===== src/rtl/fifo_pkg.sv =====
// Shared types for the 1R1W FIFO slice.
// A 48-bit stereo word is {right[23:0], left[23:0]}.
package fifo_pkg;

    localparam int unsigned sample_width_lp = 24;

    typedef struct packed {
        logic [sample_width_lp-1:0] right;
        logic [sample_width_lp-1:0] left;
    } stereo_sample_t;

    localparam int unsigned stereo_width_lp = $bits(stereo_sample_t);

endpackage


===== src/rtl/ram_1r1w_async.sv =====
// Register-file storage: synchronous write, asynchronous read.
// Contents are never reset; stale entries are masked by FIFO pointers.
module ram_1r1w_async #(
    parameter int width_p      = 48,
    parameter int addr_width_p = 4,
    parameter int els_p        = 1 << addr_width_p
) (
    input  logic                    clk_i,
    input  logic                    w_v_i,
    input  logic [addr_width_p-1:0] w_addr_i,
    input  logic [width_p-1:0]      w_data_i,
    input  logic [addr_width_p-1:0] r_addr_i,
    output logic [width_p-1:0]      r_data_o
);

    logic [width_p-1:0] mem_q [els_p];

    // write port: one entry per rising edge when enabled
    always_ff @(posedge clk_i) begin
        if (w_v_i) begin
            mem_q[w_addr_i] <= w_data_i;
        end
    end

    assign r_data_o = mem_q[r_addr_i];

endmodule


===== src/rtl/fifo_1r1w.sv =====
// Valid/ready FIFO over an async-read register file.
// Optional same-cycle empty bypass: define FIFO_1R1W_BYPASS_EN.
module fifo_1r1w
    import fifo_pkg::*;
#(
    parameter int width_p      = stereo_width_lp,
    parameter int depth_log2_p = 4
) (
    input  logic               clk_i,
    input  logic               reset_ni,
    input  logic [width_p-1:0] data_i,
    input  logic               valid_i,
    output logic               ready_and_o,
    output logic [width_p-1:0] data_o,
    output logic               valid_o,
    input  logic               ready_i
);

    localparam int ptr_w_lp = depth_log2_p + 1;

    logic [ptr_w_lp-1:0] wr_ptr_q, wr_ptr_d;
    logic [ptr_w_lp-1:0] rd_ptr_q, rd_ptr_d;
    logic                empty, full;
    logic                push, pop;
    logic                bypass;
    logic [width_p-1:0]  ram_data;

    assign empty = (wr_ptr_q == rd_ptr_q);
    assign full  = (wr_ptr_q[depth_log2_p-1:0] == rd_ptr_q[depth_log2_p-1:0])
                 & (wr_ptr_q[depth_log2_p] != rd_ptr_q[depth_log2_p]);

    assign ready_and_o = ~full;

`ifdef FIFO_1R1W_BYPASS_EN
    // empty and both sides ready: hand data_i straight through
    assign bypass  = empty & valid_i & ready_i;
    assign valid_o = ~empty | bypass;
    assign data_o  = bypass ? data_i : ram_data;
`else
    assign bypass  = 1'b0;
    assign valid_o = ~empty;
    assign data_o  = ram_data;
`endif

    assign push = valid_i & ready_and_o & ~bypass;
    assign pop  = valid_o & ready_i & ~bypass;

    // next-state pointers; each advances by one on its handshake
    always_comb begin
        wr_ptr_d = wr_ptr_q;
        rd_ptr_d = rd_ptr_q;
        if (push) begin
            wr_ptr_d = wr_ptr_q + ptr_w_lp'(1);
        end
        if (pop) begin
            rd_ptr_d = rd_ptr_q + ptr_w_lp'(1);
        end
    end

    // pointer registers; reset empties the FIFO
    always_ff @(posedge clk_i or negedge reset_ni) begin
        if (!reset_ni) begin
            wr_ptr_q <= '0;
            rd_ptr_q <= '0;
        end else begin
            wr_ptr_q <= wr_ptr_d;
            rd_ptr_q <= rd_ptr_d;
        end
    end

    ram_1r1w_async #(
        .width_p      (width_p),
        .addr_width_p (depth_log2_p)
    ) u_ram (
        .clk_i    (clk_i),
        .w_v_i    (push),
        .w_addr_i (wr_ptr_q[depth_log2_p-1:0]),
        .w_data_i (data_i),
        .r_addr_i (rd_ptr_q[depth_log2_p-1:0]),
        .r_data_o (ram_data)
    );

endmodule


===== config.mk =====
export PLATFORM = sky130hd
export DESIGN_NAME = fifo_1r1w
export DESIGN_NICKNAME = d
export VERILOG_FILES = /design/src/rtl/fifo_pkg.sv /design/src/rtl/ram_1r1w_async.sv /design/src/rtl/fifo_1r1w.sv
export SDC_FILE = /design/constraint.sdc
export NUM_CORES = 1
export LEC_CHECK = 0
export ABC_CLOCK_PERIOD_IN_PS = 11500
export BUFFER_PORTS_ARGS = -buffer_cell sky130_fd_sc_hd__buf_2
export CAP_MARGIN = 20
export CORE_ASPECT_RATIO = 0.9
export CORE_MARGIN = 2
export CORE_UTILIZATION = 42
export DETAILED_ROUTE_END_ITERATION = 6
export HOLD_SLACK_MARGIN = 0.15
export PLACE_DENSITY = 0.68
export REMOVE_ABC_BUFFERS = 1
export SKIP_LAST_GASP = 1
export SYNTH_ARGS = -nofsm -noshare
export SYNTH_HDL_FRONTEND = slang
export SYNTH_SLANG_ARGS = --single-unit

===== constraint.sdc =====
create_clock -name clk_i -period 11.5 [get_ports clk_i]
set_input_delay 2.3 -clock clk_i [delete_from_list [all_inputs] [get_ports clk_i]]
set_output_delay 2.3 -clock clk_i [all_outputs]
set_load 0.05 [all_outputs]

# Word level (Yosys, flattened, before mapping)
# Memories as Yosys holds them, arrays and structs flattened.
# Cells that the tools add are included.
# word_totals
output_inout_bits	50
mem_bits_rw	768
rom_bits	0
inputBits	52
ff_bits	10
latchBits	0
memories	1
# memory_table
name	words	width	rd	rd_clocked_by_memory_dff	write_ports	line	text
u_ram.mem_q	16	48	1	0	1	ram_1r1w_async.sv:16	logic [width_p-1:0] mem_q [els_p];
# classes
eq_ne	3
add_sub_neg	2
n_div	0
n_reduce_logical	0
n_mux	2
magnitude_cmp	0
bitwise_logic	5
shifts	0
n_mul	0
# ops
op	n
$add 5x1->5 const B	2
$eq 5x5->1	1
$eq 4x4->1	1
$and 1x1->1	3
$mux 1	2
$not 1->1	2
$ne 1x1->1	1

# Depth between registers and ports, before layout
# depth
ltp_word	6
ltp_mapped	8
mapped_depth_nobuf	5

# Modules after synthesis
# Synthesis repeated with hierarchy kept, for this count alone.
# unflattened
cells_unflattened	1238
hier_area_um2	29288.1
# by_module_without_submodules
mod	cells_per_inst	area_per_inst_um2	n_inst	seq_area_each_um2
ram_1r1w_async	1194	28733.8	1	23062.1
fifo_1r1w	44	554.3	1	250.2

# Worst setup path after synthesis
# No wires, ideal clock.
# synth_timing
kind	input to register
from	input valid_i
to	memory u_ram.mem_q[3][0], enable pin
path_stages	3
slack_ns	5.122
path_buffers	0
required_time_ns	10.987
arrival_time_ns	5.864
cell_sequence	nand2_1 -> a21o_1 -> nor3_1
# synth_via
elab_chain_cells	3
# synth_rtl
item	line	text
start: declaration	fifo_1r1w.sv:12	input logic valid_i,
$and 1x1->1	fifo_1r1w.sv:45	assign push = valid_i & ready_and_o & ~bypass;
$mux 1	ram_1r1w_async.sv:20	if (w_v_i) begin
$mux 1 (not written as such)	ram_1r1w_async.sv:21	mem_q[w_addr_i] <= w_data_i;
end: declaration	ram_1r1w_async.sv:16	
# No other way between the ends.

# Worst setup path after layout
# layout_timing
from	register rd_ptr_q[0]
to	output data_o[41]
# layout_via
elab_chain_cells	1
# layout_rtl
item	line	text
start: declaration	fifo_1r1w.sv:22	logic [ptr_w_lp-1:0] rd_ptr_q, rd_ptr_d;
start signal: assignment	fifo_1r1w.sv:67	rd_ptr_q <= rd_ptr_d;
$mem_v2 16x48	-	
end: declaration	fifo_1r1w.sv:14	output logic [width_p-1:0] data_o,
# No other way between the ends.

==> impl_metrics.xml <==
<?xml version="1.0" encoding="UTF-8"?>
<metrics>
  <group name="run_status">
    <metric name="run_status" unit="">finished, final reports clean</metric>
  </group>
  <group name="cts">
    <metric name="tritoncts_num_sinks" unit="">778</metric>
    <metric name="post_cts_buffers" unit="">0</metric>
    <metric name="post_cts_resized" unit="">0</metric>
    <metric name="cts_max_path_buffers" unit="">3</metric>
    <metric name="cts_hold_buffers" unit="">0</metric>
    <metric name="cts.reportedPaths.clkPinSlew" unit="ps">60</metric>
    <metric name="clock_tree.htree_level_count" unit="">3</metric>
    <metric name="root_buffer" unit="">clkbuf_16</metric>
    <metric name="cts_tree" unit="">done</metric>
    <metric name="worstSkewPairLatency" unit="ps">610</metric>
    <metric name="tritoncts.num_buffers" unit="">74</metric>
  </group>
  <group name="place">
    <metric name="placedCellCount" unit="">2345</metric>
    <metric name="globalplace.congestion" unit="">0.7066</metric>
    <metric name="placement.cell_area" unit="sq um">31500</metric>
    <metric name="pre_cts_slack" unit="ps">6099</metric>
    <metric name="dp_hpwl" unit="um">30420</metric>
    <metric name="buffer_ports.inserted" unit="">101</metric>
  </group>
  <group name="route">
    <metric name="detailedRoute.firstIterationViolations" unit="">1382</metric>
    <metric name="final_antenna_net_count" unit="">0</metric>
    <metric name="dr.pass1.iters" unit="">5</metric>
    <metric name="viasPerCell" unit="">5.710</metric>
    <metric name="via_count" unit="">14170</metric>
    <metric name="routed_wirelength" unit="um">65210</metric>
    <metric name="routed_wirelength_normalized_by_instance_count" unit="um">26.27</metric>
    <metric name="detail_route.drc_violations" unit="">0</metric>
  </group>
  <group name="critical_path">
    <metric name="timing.critical_path.depth" unit="">6</metric>
    <metric name="slowest_delay" unit="ps">810</metric>
    <metric name="worstSetupStartpointType" unit="">register</metric>
    <metric name="critPathCaptureType" unit="">output port</metric>
    <metric name="r2r_slack" unit="ps">8250</metric>
    <metric name="crit-reg2reg-capture" unit="">u_ram.mem_q[1][21]</metric>
    <metric name="timing.critical_path.max_delay_family" unit="">buffers and inverters</metric>
    <metric name="crit_required" unit="ps">9200</metric>
    <metric name="worst_r2r_startpoint" unit="">rd_ptr_q[2]</metric>
    <metric name="crit_end" unit="">data_o[41]</metric>
    <metric name="cp_data_arrival_time" unit="ps">3650</metric>
    <metric name="cp_cell_instances" unit="">buf_12 -&gt; mux2i_1 -&gt; a22oi_1 -&gt; mux2i_1 -&gt; o21ai_1 -&gt; buf_2</metric>
    <metric name="critPathMostFrequentCell" unit="">mux2i_1</metric>
    <metric name="cp_max_fo" unit="">128</metric>
    <metric name="startpoint" unit="">rd_ptr_q[0]</metric>
    <metric name="critical_path_buf_inv_count" unit="">2</metric>
    <metric name="critPathKind" unit="">reg -&gt; out</metric>
    <metric name="r2r.worst_path.cells" unit="">5</metric>
    <metric name="worst_path_max_delay_cell" unit="">dfrtp_4</metric>
  </group>
  <group name="synth">
    <metric name="cells_after_synth" unit="">1355</metric>
    <metric name="adder_cell_share_of_the_synthesized_area" unit="">0.002087</metric>
    <metric name="synth_top_flop_cell" unit="">edfxtp_1</metric>
    <metric name="synth_xor_xnor_area_share" unit="">0.003507</metric>
    <metric name="async_flop_share" unit="">0.01285</metric>
    <metric name="synth_top_family_by_area" unit="">multiplexers</metric>
    <metric name="synth-simple-area-share" unit="">0.004884</metric>
    <metric name="post-synth-top-area-fraction" unit="">0.7694</metric>
    <metric name="synth_enable_flop_cells" unit="">768</metric>
    <metric name="synth-compound-area-share" unit="">0.03699</metric>
    <metric name="synth.most_common_cell" unit="">edfxtp_1</metric>
    <metric name="post_synth_instance_area" unit="sq um">29970</metric>
    <metric name="synthesized_area_divided_by_synthesized_cell_count" unit="sq um">22.12</metric>
    <metric name="synth.ff_latch_count" unit="">778</metric>
    <metric name="synth.top_cells.by_area" unit="">edfxtp_1, mux4_2, mux2i_1</metric>
    <metric name="ys_types" unit="">37</metric>
    <metric name="yosysWarnings" unit="">0</metric>
    <metric name="synth-seq-area-share" unit="">0.7778</metric>
    <metric name="synth_mux_area_frac" unit="">0.1575</metric>
    <metric name="synth_top_cell_by_area" unit="">edfxtp_1</metric>
    <metric name="synth.top_cells.by_count" unit="">edfxtp_1, mux2i_1, mux4_2, o21ai_1</metric>
  </group>
  <group name="die">
    <metric name="row_count" unit="">92</metric>
    <metric name="initial_core_util" unit="">0.4262</metric>
    <metric name="top_level_ports" unit="">102</metric>
    <metric name="core_region_area" unit="sq um">70330</metric>
    <metric name="chipHeight" unit="um">257.4</metric>
    <metric name="die-width" unit="um">285.6</metric>
    <metric name="fp.dieArea" unit="sq um">73520</metric>
  </group>
  <group name="timing">
    <metric name="timing.max_slew.rel_slack" unit="">0.2508</metric>
    <metric name="final_tns_setup" unit="ps">0</metric>
    <metric name="period_minus_slack" unit="ps">5953</metric>
    <metric name="finalMaxSlewViolations" unit="">0</metric>
    <metric name="peak_clock_frequency_supported_by_timing" unit="MHz">168.0</metric>
    <metric name="worst-slew-pin-transition" unit="ps">1124</metric>
    <metric name="final.period_utilization" unit="">0.5177</metric>
    <metric name="rsz_0062_raised_after_global_routing" unit="">no</metric>
    <metric name="setup_slack" unit="ps">5547</metric>
    <metric name="finClkSkew" unit="ps">25.09</metric>
    <metric name="setup-violations-final" unit="">0</metric>
    <metric name="hold_viol_final" unit="">0</metric>
  </group>
  <group name="final_layout">
    <metric name="final_cell_area" unit="sq um">34150</metric>
    <metric name="drive_above_1_share" unit="">0.2649</metric>
    <metric name="layout.core_utilization" unit="">0.4855</metric>
    <metric name="layout.cells.non_filler" unit="">2482</metric>
    <metric name="final_nets" unit="">1538</metric>
    <metric name="areaGrowthSynthToFinish" unit="%">13.93</metric>
  </group>
  <group name="min_path">
    <metric name="worst_hold_path_type" unit="">reg -&gt; reg</metric>
  </group>
  <group name="power_and_ir_drop">
    <metric name="worst_vdd_rail_ir_drop" unit="mV">0.2036</metric>
    <metric name="p_per_area" unit="nW/um^2">270.9</metric>
    <metric name="static-leakage-power" unit="uW">0.01101</metric>
  </group>
  <group name="global_route">
    <metric name="grt_start_max_net_pins" unit="">129</metric>
    <metric name="grt_first_pass_wirelength" unit="um">95810</metric>
    <metric name="number_of_antenna_violations_at_the_first_check_in_global_routing" unit="">14</metric>
    <metric name="global_route.usage.total" unit="">0.1772</metric>
    <metric name="total_congestion_overflow" unit="">0</metric>
    <metric name="first_global_vias" unit="">14650</metric>
  </group>
  <group name="run">
    <metric name="drv.max_cap_violation_count" unit="">0</metric>
  </group>
</metrics>
## metrics by stage
stage / power [uW] / hold slack [ps]
floorplan: 6251 / 551.0
global placement: 6690 / 594.9
detailed placement: 6737 / 638.2
CTS: 9336 / 658.2
global route: 9605 / 707.0
finish: 9250 / 646.0
## power by group
part | switching, uW | internal (uW)
logic | 2000 | 1030
clock network | 1000 | 1610
registers | 181 | 3420
total | 3190 | 6060
## placed cells by master (no fill, tap or decap), drive strengths merged, types with 4 or more instances in the layout
| cell | count |
|---|---|
| inv | 4 |
| nor2 | 13 |
| nor3 | 4 |
| edfxtp | 768 |
| mux4 | 144 |
| o21ai | 51 |
| bufinv | 16 |
| xnor2 | 10 |
| mux2i | 144 |
| dfrtp | 10 |
| a32oi | 48 |
| ha | 5 |
| a22oi | 48 |
| clkinv | 29 |
| clkbuf | 88 |
| o211ai | 4 |
| nand2 | 5 |
| buf | 128 |
## how the worst min path moves through the flow
stage / start / end / slack [ps] / cells after the start
after global placement: rd_ptr_q[4] / rd_ptr_q[4] / 590 / 2
after detailed placement: rd_ptr_q[4] / rd_ptr_q[4] / 640 / 2
after floorplan: wr_ptr_q[0] / wr_ptr_q[0] / 550 / 1
after global routing: rd_ptr_q[4] / rd_ptr_q[4] / 710 / 1
after CTS: wr_ptr_q[0] / wr_ptr_q[0] / 660 / 1
final: wr_ptr_q[0] / wr_ptr_q[0] / 650 / 1
## registers in the layout, indices dropped and copies added, names as in the netlist
| name | flops |
|---|---|
| rd_ptr_q | 5 |
| wr_ptr_q | 5 |
| u_ram.mem_q | 768 |
## cell families after synthesis
group | Yosys count
adder cells (fa/ha/maj) | 5
AO/OA/AOI/OAI | 156
flip-flops | 778
multiplexers | 291
buffers and inverters | 82
XOR/XNOR | 12
AND/OR/NAND/NOR | 31
## routing by layer
| layer | GRT usage | vias up | routed length, um |
|---|---|---|---|
| li1 | - | 6022 | - |
| met1 | 0.2489 | 7576 | 27530 |
| met2 | 0.2840 | 483 | 31550 |
| met3 | 0.03927 | 72 | 5189 |
| met4 | 0.04174 | 18 | 830 |
| met5 | 0 | - | 106 |
## final cells by class
class / instances / area (sq um)
Timing Repair Buffer: 128 / 720.7
Antenna cell: 2 / 5.005
Fill cell: 5521 / 36180
Sequential cell: 778 / 23320
Clock buffer: 88 / 2011
Tap cell: 940 / 1176
Inverter: 4 / 16.27
Multi-Input combinational cell: 495 / 6265
Clock inverter: 47 / 630.6
(Power assumes the default switching activity.)
